`src/rtl/fpmu_op_sequencer.sv`:
```
// Byte-serial front end for the FP16 multiplier. It gathers two little-endian operands,
// fires one start pulse, waits for done under a watchdog, and then streams out the product bytes.
module fpmu_op_sequencer #(
    parameter logic [7:0] TIMEOUT = 8'd255
) (
    input  logic        clk,
    input  logic        reset,
    input  logic [7:0]  in_data,
    input  logic        in_valid,
    output logic        in_ready,
    output logic [15:0] op_a,
    output logic [15:0] op_b,
    output logic        mul_start,
    input  logic        mul_done,
    input  logic [15:0] mul_result,
    output logic [7:0]  out_data,
    output logic        out_valid,
    input  logic        out_ready,
    output logic        busy,
    output logic        timeout_err,
    output logic [2:0]  state_dbg
);
    // state  | meaning
    // IDLE   | waiting for op_a low byte
    // LD_A1  | waiting for op_a high byte
    // LD_B0  | waiting for op_b low byte
    // LD_B1  | waiting for op_b high byte
    // ISSUE  | one-cycle mul_start
    // WAIT   | waiting for mul_done under watchdog
    // OUT_LO | presenting result[7:0]
    // OUT_HI | presenting result[15:8]
    typedef enum logic [2:0] {
        IDLE   = 3'd0,
        LD_A1  = 3'd1,
        LD_B0  = 3'd2,
        LD_B1  = 3'd3,
        ISSUE  = 3'd4,
        WAIT   = 3'd5,
        OUT_LO = 3'd6,
        OUT_HI = 3'd7
    } state_t;

    state_t      state, state_nxt;
    logic [7:0]  wait_cnt;
    logic [15:0] result;
    logic        accept;
    logic        wd_hit;

    assign accept = in_valid && in_ready;
    assign wd_hit = (TIMEOUT != 8'd0) && (wait_cnt == TIMEOUT - 8'd1);

    always_ff @(posedge clk or posedge reset) begin
        if (reset) state <= IDLE;
        else       state <= state_nxt;
    end

    always_comb begin
        state_nxt = state;
        case (state)
            IDLE:    if (accept) state_nxt = LD_A1;
            LD_A1:   if (accept) state_nxt = LD_B0;
            LD_B0:   if (accept) state_nxt = LD_B1;
            LD_B1:   if (accept) state_nxt = ISSUE;
            ISSUE:   state_nxt = WAIT;
            WAIT: begin
                // done takes priority over a simultaneous watchdog expiry
                if (mul_done)    state_nxt = OUT_LO;
                else if (wd_hit) state_nxt = IDLE;
            end
            OUT_LO:  if (out_ready) state_nxt = OUT_HI;
            OUT_HI:  if (out_ready) state_nxt = IDLE;
            default: state_nxt = IDLE;
        endcase
    end

    always_comb begin
        in_ready  = (state == IDLE) || (state == LD_A1) || (state == LD_B0) || (state == LD_B1);
        busy      = (state != IDLE);
        mul_start = (state == ISSUE);
        state_dbg = state;
    end

    always_ff @(posedge clk or posedge reset) begin
        if (reset) begin
            op_a        <= 16'h0000;
            op_b        <= 16'h0000;
            result      <= 16'h0000;
            wait_cnt    <= 8'd0;
            timeout_err <= 1'b0;
        end else begin
            if (accept) begin
                case (state)
                    IDLE:    op_a[7:0]  <= in_data;
                    LD_A1:   op_a[15:8] <= in_data;
                    LD_B0:   op_b[7:0]  <= in_data;
                    LD_B1:   op_b[15:8] <= in_data;
                    default: ;
                endcase
            end
            if (state == IDLE && accept)
                timeout_err <= 1'b0;
            if (state == ISSUE)
                wait_cnt <= 8'd0;
            if (state == WAIT) begin
                if (mul_done)
                    result <= mul_result;
                else if (wd_hit)
                    timeout_err <= 1'b1;
                else
                    wait_cnt <= wait_cnt + 8'd1;
            end
        end
    end

    // Output byte is registered from the next state, so it is stable for the whole OUT_* cycle
    always_ff @(posedge clk or posedge reset) begin
        if (reset) begin
            out_valid <= 1'b0;
            out_data  <= 8'h00;
        end else begin
            out_valid <= (state_nxt == OUT_LO) || (state_nxt == OUT_HI);
            case (state_nxt)
                OUT_LO:  out_data <= (state == WAIT) ? mul_result[7:0] : result[7:0];
                OUT_HI:  out_data <= result[15:8];
                default: out_data <= 8'h00;
            endcase
        end
    end
endmodule

```
`config.mk`:
```
export PLATFORM = sky130hd
export DESIGN_NAME = fpmu_op_sequencer
export DESIGN_NICKNAME = d
export VERILOG_FILES = /design/src/rtl/fpmu_op_sequencer.sv
export SDC_FILE = /design/constraint.sdc
export NUM_CORES = 1
export LEC_CHECK = 0
export ABC_CLOCK_PERIOD_IN_PS = 3700
export BUFFER_PORTS_ARGS = -buffer_cell sky130_fd_sc_hd__buf_4
export CAP_MARGIN = 20
export CELL_PAD_IN_SITES_DETAIL_PLACEMENT = 1
export CELL_PAD_IN_SITES_GLOBAL_PLACEMENT = 1
export CORE_ASPECT_RATIO = 1.5
export CORE_MARGIN = 4
export CORE_UTILIZATION = 40
export DETAILED_ROUTE_END_ITERATION = 10
export HOLD_SLACK_MARGIN = 0.02
export PLACE_DENSITY = 0.77
export SYNTH_ARGS = -nofsm -noshare
export SYNTH_HDL_FRONTEND = slang
export SYNTH_SLANG_ARGS = --single-unit
```
`constraint.sdc`:
```
create_clock -name clk -period 3.7 [get_ports clk]
set_clock_uncertainty 0.05 [all_clocks]
set_input_delay 0.74 -clock clk [delete_from_list [all_inputs] [get_ports clk]]
set_output_delay 0.74 -clock clk [all_outputs]
set_load 0.02 [all_outputs]
```
# [Word level (Yosys, flattened, before mapping)]
# Cells that the tools add are included.
# W data, S select, Z words.
[totals] register_bits=69 latchBits=0 mem_bits_rw=0 rom_bits=0 input_bits=29 out_inout_bits=48 elab_cells=53 n_memories=0
[op_classes] n_addsub=1 multipliers=0 n_div=0 magnitude_cmp=0 eq_ne=10 n_shift=0 muxes=19 bitwise=0 reduce_logical=13
[ops] op="$mux W8" count=5
[ops] op="$mux W3" count=8
[ops] op="$pmux W3 S8" count=1
[ops] op="$eq A3 B3 Y1 const B" count=6
[ops] op="$pmux W8 S2" count=1
[ops] op="$reduce_and A2 Y1" count=5
[ops] op="$add A8 B1 Y8 const B" count=1
[ops] op="$eq A8 B8 Y1 const B" count=1
[ops] op="$eq A3 B2 Y1 const B" count=2
[ops] op="$logic_or A1 B1 Y1" count=4
[ops] op="$mux W1" count=4
[ops] op="$eq A3 B1 Y1 const B" count=1
[ops] op="$logic_not A3 Y1" count=1
[ops] op="$reduce_bool A3 Y1" count=1
[ops] op="$logic_and A1 B1 Y1" count=2

# [Depth between registers and ports, before layout]
[logic_depth] ltp_word=10 depth_mapped=7 mapped_depth_nobuf=6

# [Worst setup path after synthesis]
# Ideal clock, no wire load.
[synth_path] path_type="register -> output" startpoint="register state[2] (netlist: state_dbg[2])" endpoint="output port mul_start" arrival_time_ps=1403 required_time_ps=2910 setup_slack_ps=1507 path_stages_with_launch=5 n_path_buf=1 path_cell_list="dfrtp_1 -> inv_1 -> or3_1 -> clkbuf_1 -> inv_1"
[synth_between] elab_chain_len=1
[synth_rtl] element="start, declared" line_no="43" text="state_t state, state_nxt;"
[synth_rtl] element="start signal, assigned" line_no="54" text="else state <= state_nxt;"
[synth_rtl] element="$eq A3 B3 Y1" line_no="79" text="mul_start = (state == ISSUE);"
[synth_rtl] element="end, declared" line_no="13" text="output logic mul_start,"
# No other way between the ends.

# [Worst setup path after layout]
# Ends and elaborated chain as after synthesis.

==> results.yml <==
yosys:
  syn_nets: 265
  ys.flop_type: "dfrtp_1"
  yosysWarnings: 0
  synth_edf_count: 0
  async_flop_share: 1.000
  yosysTopAreaCell: "dfrtp_1"
  synth_top_cell_area_share: 0.5707
  ys_types: 39
  synth.yosys.seq_area_share: 0.5707
  synth_area_leaders: "dfrtp_1 57%, mux2_2 15%, nand2_1 5.1%"
  ys_ff_latch: 69
  syn_area_um2: 3025
  synthCells: 234
  syn_area_per_cell_um2: 12.93
critical_path:
  cp.arrival_ns: 2.03
  critPathKind: "reg -> out"
  start_kind: "register"
  endpoint_kind: "output pin"
  worstPathRequired_ns: 2.91
  path_max_fanout: 13
cts:
  clock_path_buffers: 2
  clk-insertion-delay-late_ns: 0.35
  cts_tree: "yes"
  cts_max_level: 3
  cts.sinks: 69
  root_buffer: "clkbuf_8"
  clkSlewWorstSetupHoldPaths_ns: 0.07
  ctsResizeCount: 0
  post_cts_buffers: 0
  cts_made_buffers: 9
  postCtsHoldBufs: 0
finish:
  drive_above_1_share: 0.4543
  fin_util: 0.5256
  multi_input_area_um2: 1187
  regArea_um2: 1727
  num_antenna_cells: 0
  fillCellCount: 819
  area_growth_pct: 27.21
  fin_nets: 344
place:
  io_buffers: 76
  place_worst_setup_slack_ns: 1.262
  place.gp.congestion: 0.7933
  dp_hpwl_mm: 5.302
power:
  leakage_nw: 1.866
  intPower_mw: 2.118
  p_sw_mw: 1.350
  irDropWorstVdd_mv: 0.3856
  power_switching_share: 0.3893
  pwr-share-comb: 0.447
  p_seq_frac: 0.385
  power_density_nw_per_um2: 901.0
  clock_power_share: 0.168
global_routing:
  grt_pass1_vias: 2313
  grt_overflow: 0
  antenna_found_initial: 0
  grt_use_total: 0.1735
  grt_first_pass_wirelength_mm: 11.78
  grt_max_degree: 39
detailed_routing:
  drc: 0
  ant_nets: 0
  wl_mm: 7.144
  dr.pass1.iters: 4
  first_iter_violations: 80
  wl_per_cell_um: 17.13
  vias_per_cell: 5.031
  num_vias: 2098
sta:
  setup-tns-final_ns: 0
  rsz0062_at_grt: "no"
  fin_ws_ns: 0.8845
  fin_crit_ns: 2.815
  slew_headroom: 0.3761
  slew_viol_final: 0
  period_share: 0.7609
  tightest_slew_ns: 0.9287
  fmax_mhz: 355.2
  final-hold-violation-count: 0
  hold_slack_ns: 0.4281
  setup_violations: 0
run:
  max-cap-violations: 0
floorplan:
  start_util: 0.4132
  row_count: 38
  dieArea_um2: 9048
  ios: 77
  die_w_um: 79.01
  die_y_um: 114.5
  core-area_um2: 7322
min_path:
  worstHoldPathType: "reg -> reg"
outcome:
  status: "finished, final reports clean"
==> routing by layer <==
layer | share of wire | GRT usage
met2 | 0.53 | 0.2942
met1 | 0.39 | 0.1977
met5 | 0 | 0
met3 | 0.061 | 0.05984
met4 | 0.019 | 0.07225
==> cell usage after synthesis, drive strengths merged, types with 2 or more instances <==
| cell type | instances |
|---|---|
| or3 | 2 |
| ha | 2 |
| o21ai | 3 |
| inv | 10 |
| o41ai | 2 |
| xnor2 | 2 |
| mux2i | 11 |
| nand4bb | 2 |
| o311ai | 2 |
| nand4b | 2 |
| nand2 | 41 |
| mux2 | 40 |
| a21oi | 3 |
| o31ai | 8 |
| buf | 8 |
| dfrtp | 69 |
| and3 | 2 |
| nand3b | 2 |
| nand2b | 2 |
| nor3 | 6 |
| nand3 | 4 |
==> power by group through the flow <==
stage	registers (mW)	clock network [mW]	logic [mW]
final	1.34	0.582	1.55
after global routing	1.39	0.642	1.67
after global placement	1.33	0	1.53
after detailed placement	1.35	0	1.57
after CTS	1.34	0.603	1.58
after floorplan	1.56	0	0.754
==> metrics by stage <==
step / instance area, µm² / power (mW) / std cells
6_report: 3849 / 3.468 / 417
5_1_grt: 3849 / 3.700 / 417
4_1_cts: 3849 / 3.521 / 417
3_5_place_dp: 3667 / 2.928 / 402
3_3_place_gp: 3667 / 2.862 / 402
2_1_floorplan: 3025 / 2.311 / 234
==> state kept, by name, summed over array words and instances, names as in the netlist <==
signal and cells:
op_b 16, timeout_err 1, out_valid 1, state_dbg 3
op_a 16, out_data 8, result 16, wait_cnt 8
==> path summary, 6_finish.rpt <==
path	to	slack [ns]	start	cells past startpoint
worst max register to register	out_data[7]$_DFF_PP0_	1.34	state_dbg[0]$_DFF_PP0_	4
worst min-delay path	op_a[13]$_DFFE_PP0P_	0.43	op_a[13]$_DFFE_PP0P_	2
min in group asynchronous	op_b[2]$_DFFE_PP0P_	0.50	reset	2
worst min register to register	op_a[13]$_DFFE_PP0P_	0.43	op_a[13]$_DFFE_PP0P_	2
worst max-delay path	mul_start	0.88	state_dbg[2]$_DFF_PP0_	4
max in group asynchronous	wait_cnt[3]$_DFF_PP0_	2.45	reset	3
==> layout make-up <==
class / count / share of cell area
Clock buffer: 11 / 0.03414
Clock inverter: 4 / 0.01300
Inverter: 10 / 0.009753
Multi-Input combinational cell: 146 / 0.3085
Sequential cell: 69 / 0.4486
Tap cell: 100 / 0.03251
Timing Repair Buffer: 77 / 0.1534
==> cells by family (layout without fill, tap and decap cells) <==
kind of cell               Yosys count  in the layout  share of synthesized area
AOI/OAI and AO/OA                   24             24                    0.06741
xor gates and xnor gates             2              2                   0.005791
adders and majority gates            2              2                   0.008270
buffers and inverters               19            102                    0.03681
DFF                                 69             69                     0.5707
muxes                               51             51                     0.1853
and+or+nand+nor                     67             67                     0.1257
==> placed cells by master, fill, tap and decap left out, types with 3 or more instances in the layout <==
cell / synthesis / routed
mux2_2: 40 / 40
o31ai_1: 8 / 8
inv_1: 10 / 9
dfrtp_1: 69 / 69
nor3_2: 4 / 4
nand3_1: 4 / 4
o21ai_0: 3 / 3
mux2i_1: 11 / 11
buf_4: 2 / 76
nand2_1: 41 / 41
clkbuf_8: 0 / 9
==> critical path, cell delays in order (launching register included) <==
cell,delay (ns)
dfrtp_1,0.67
inv_1,0.22
or3_1,0.53
inv_1,0.11
buf_4,0.14
Power figures use the tool's default switching activity.
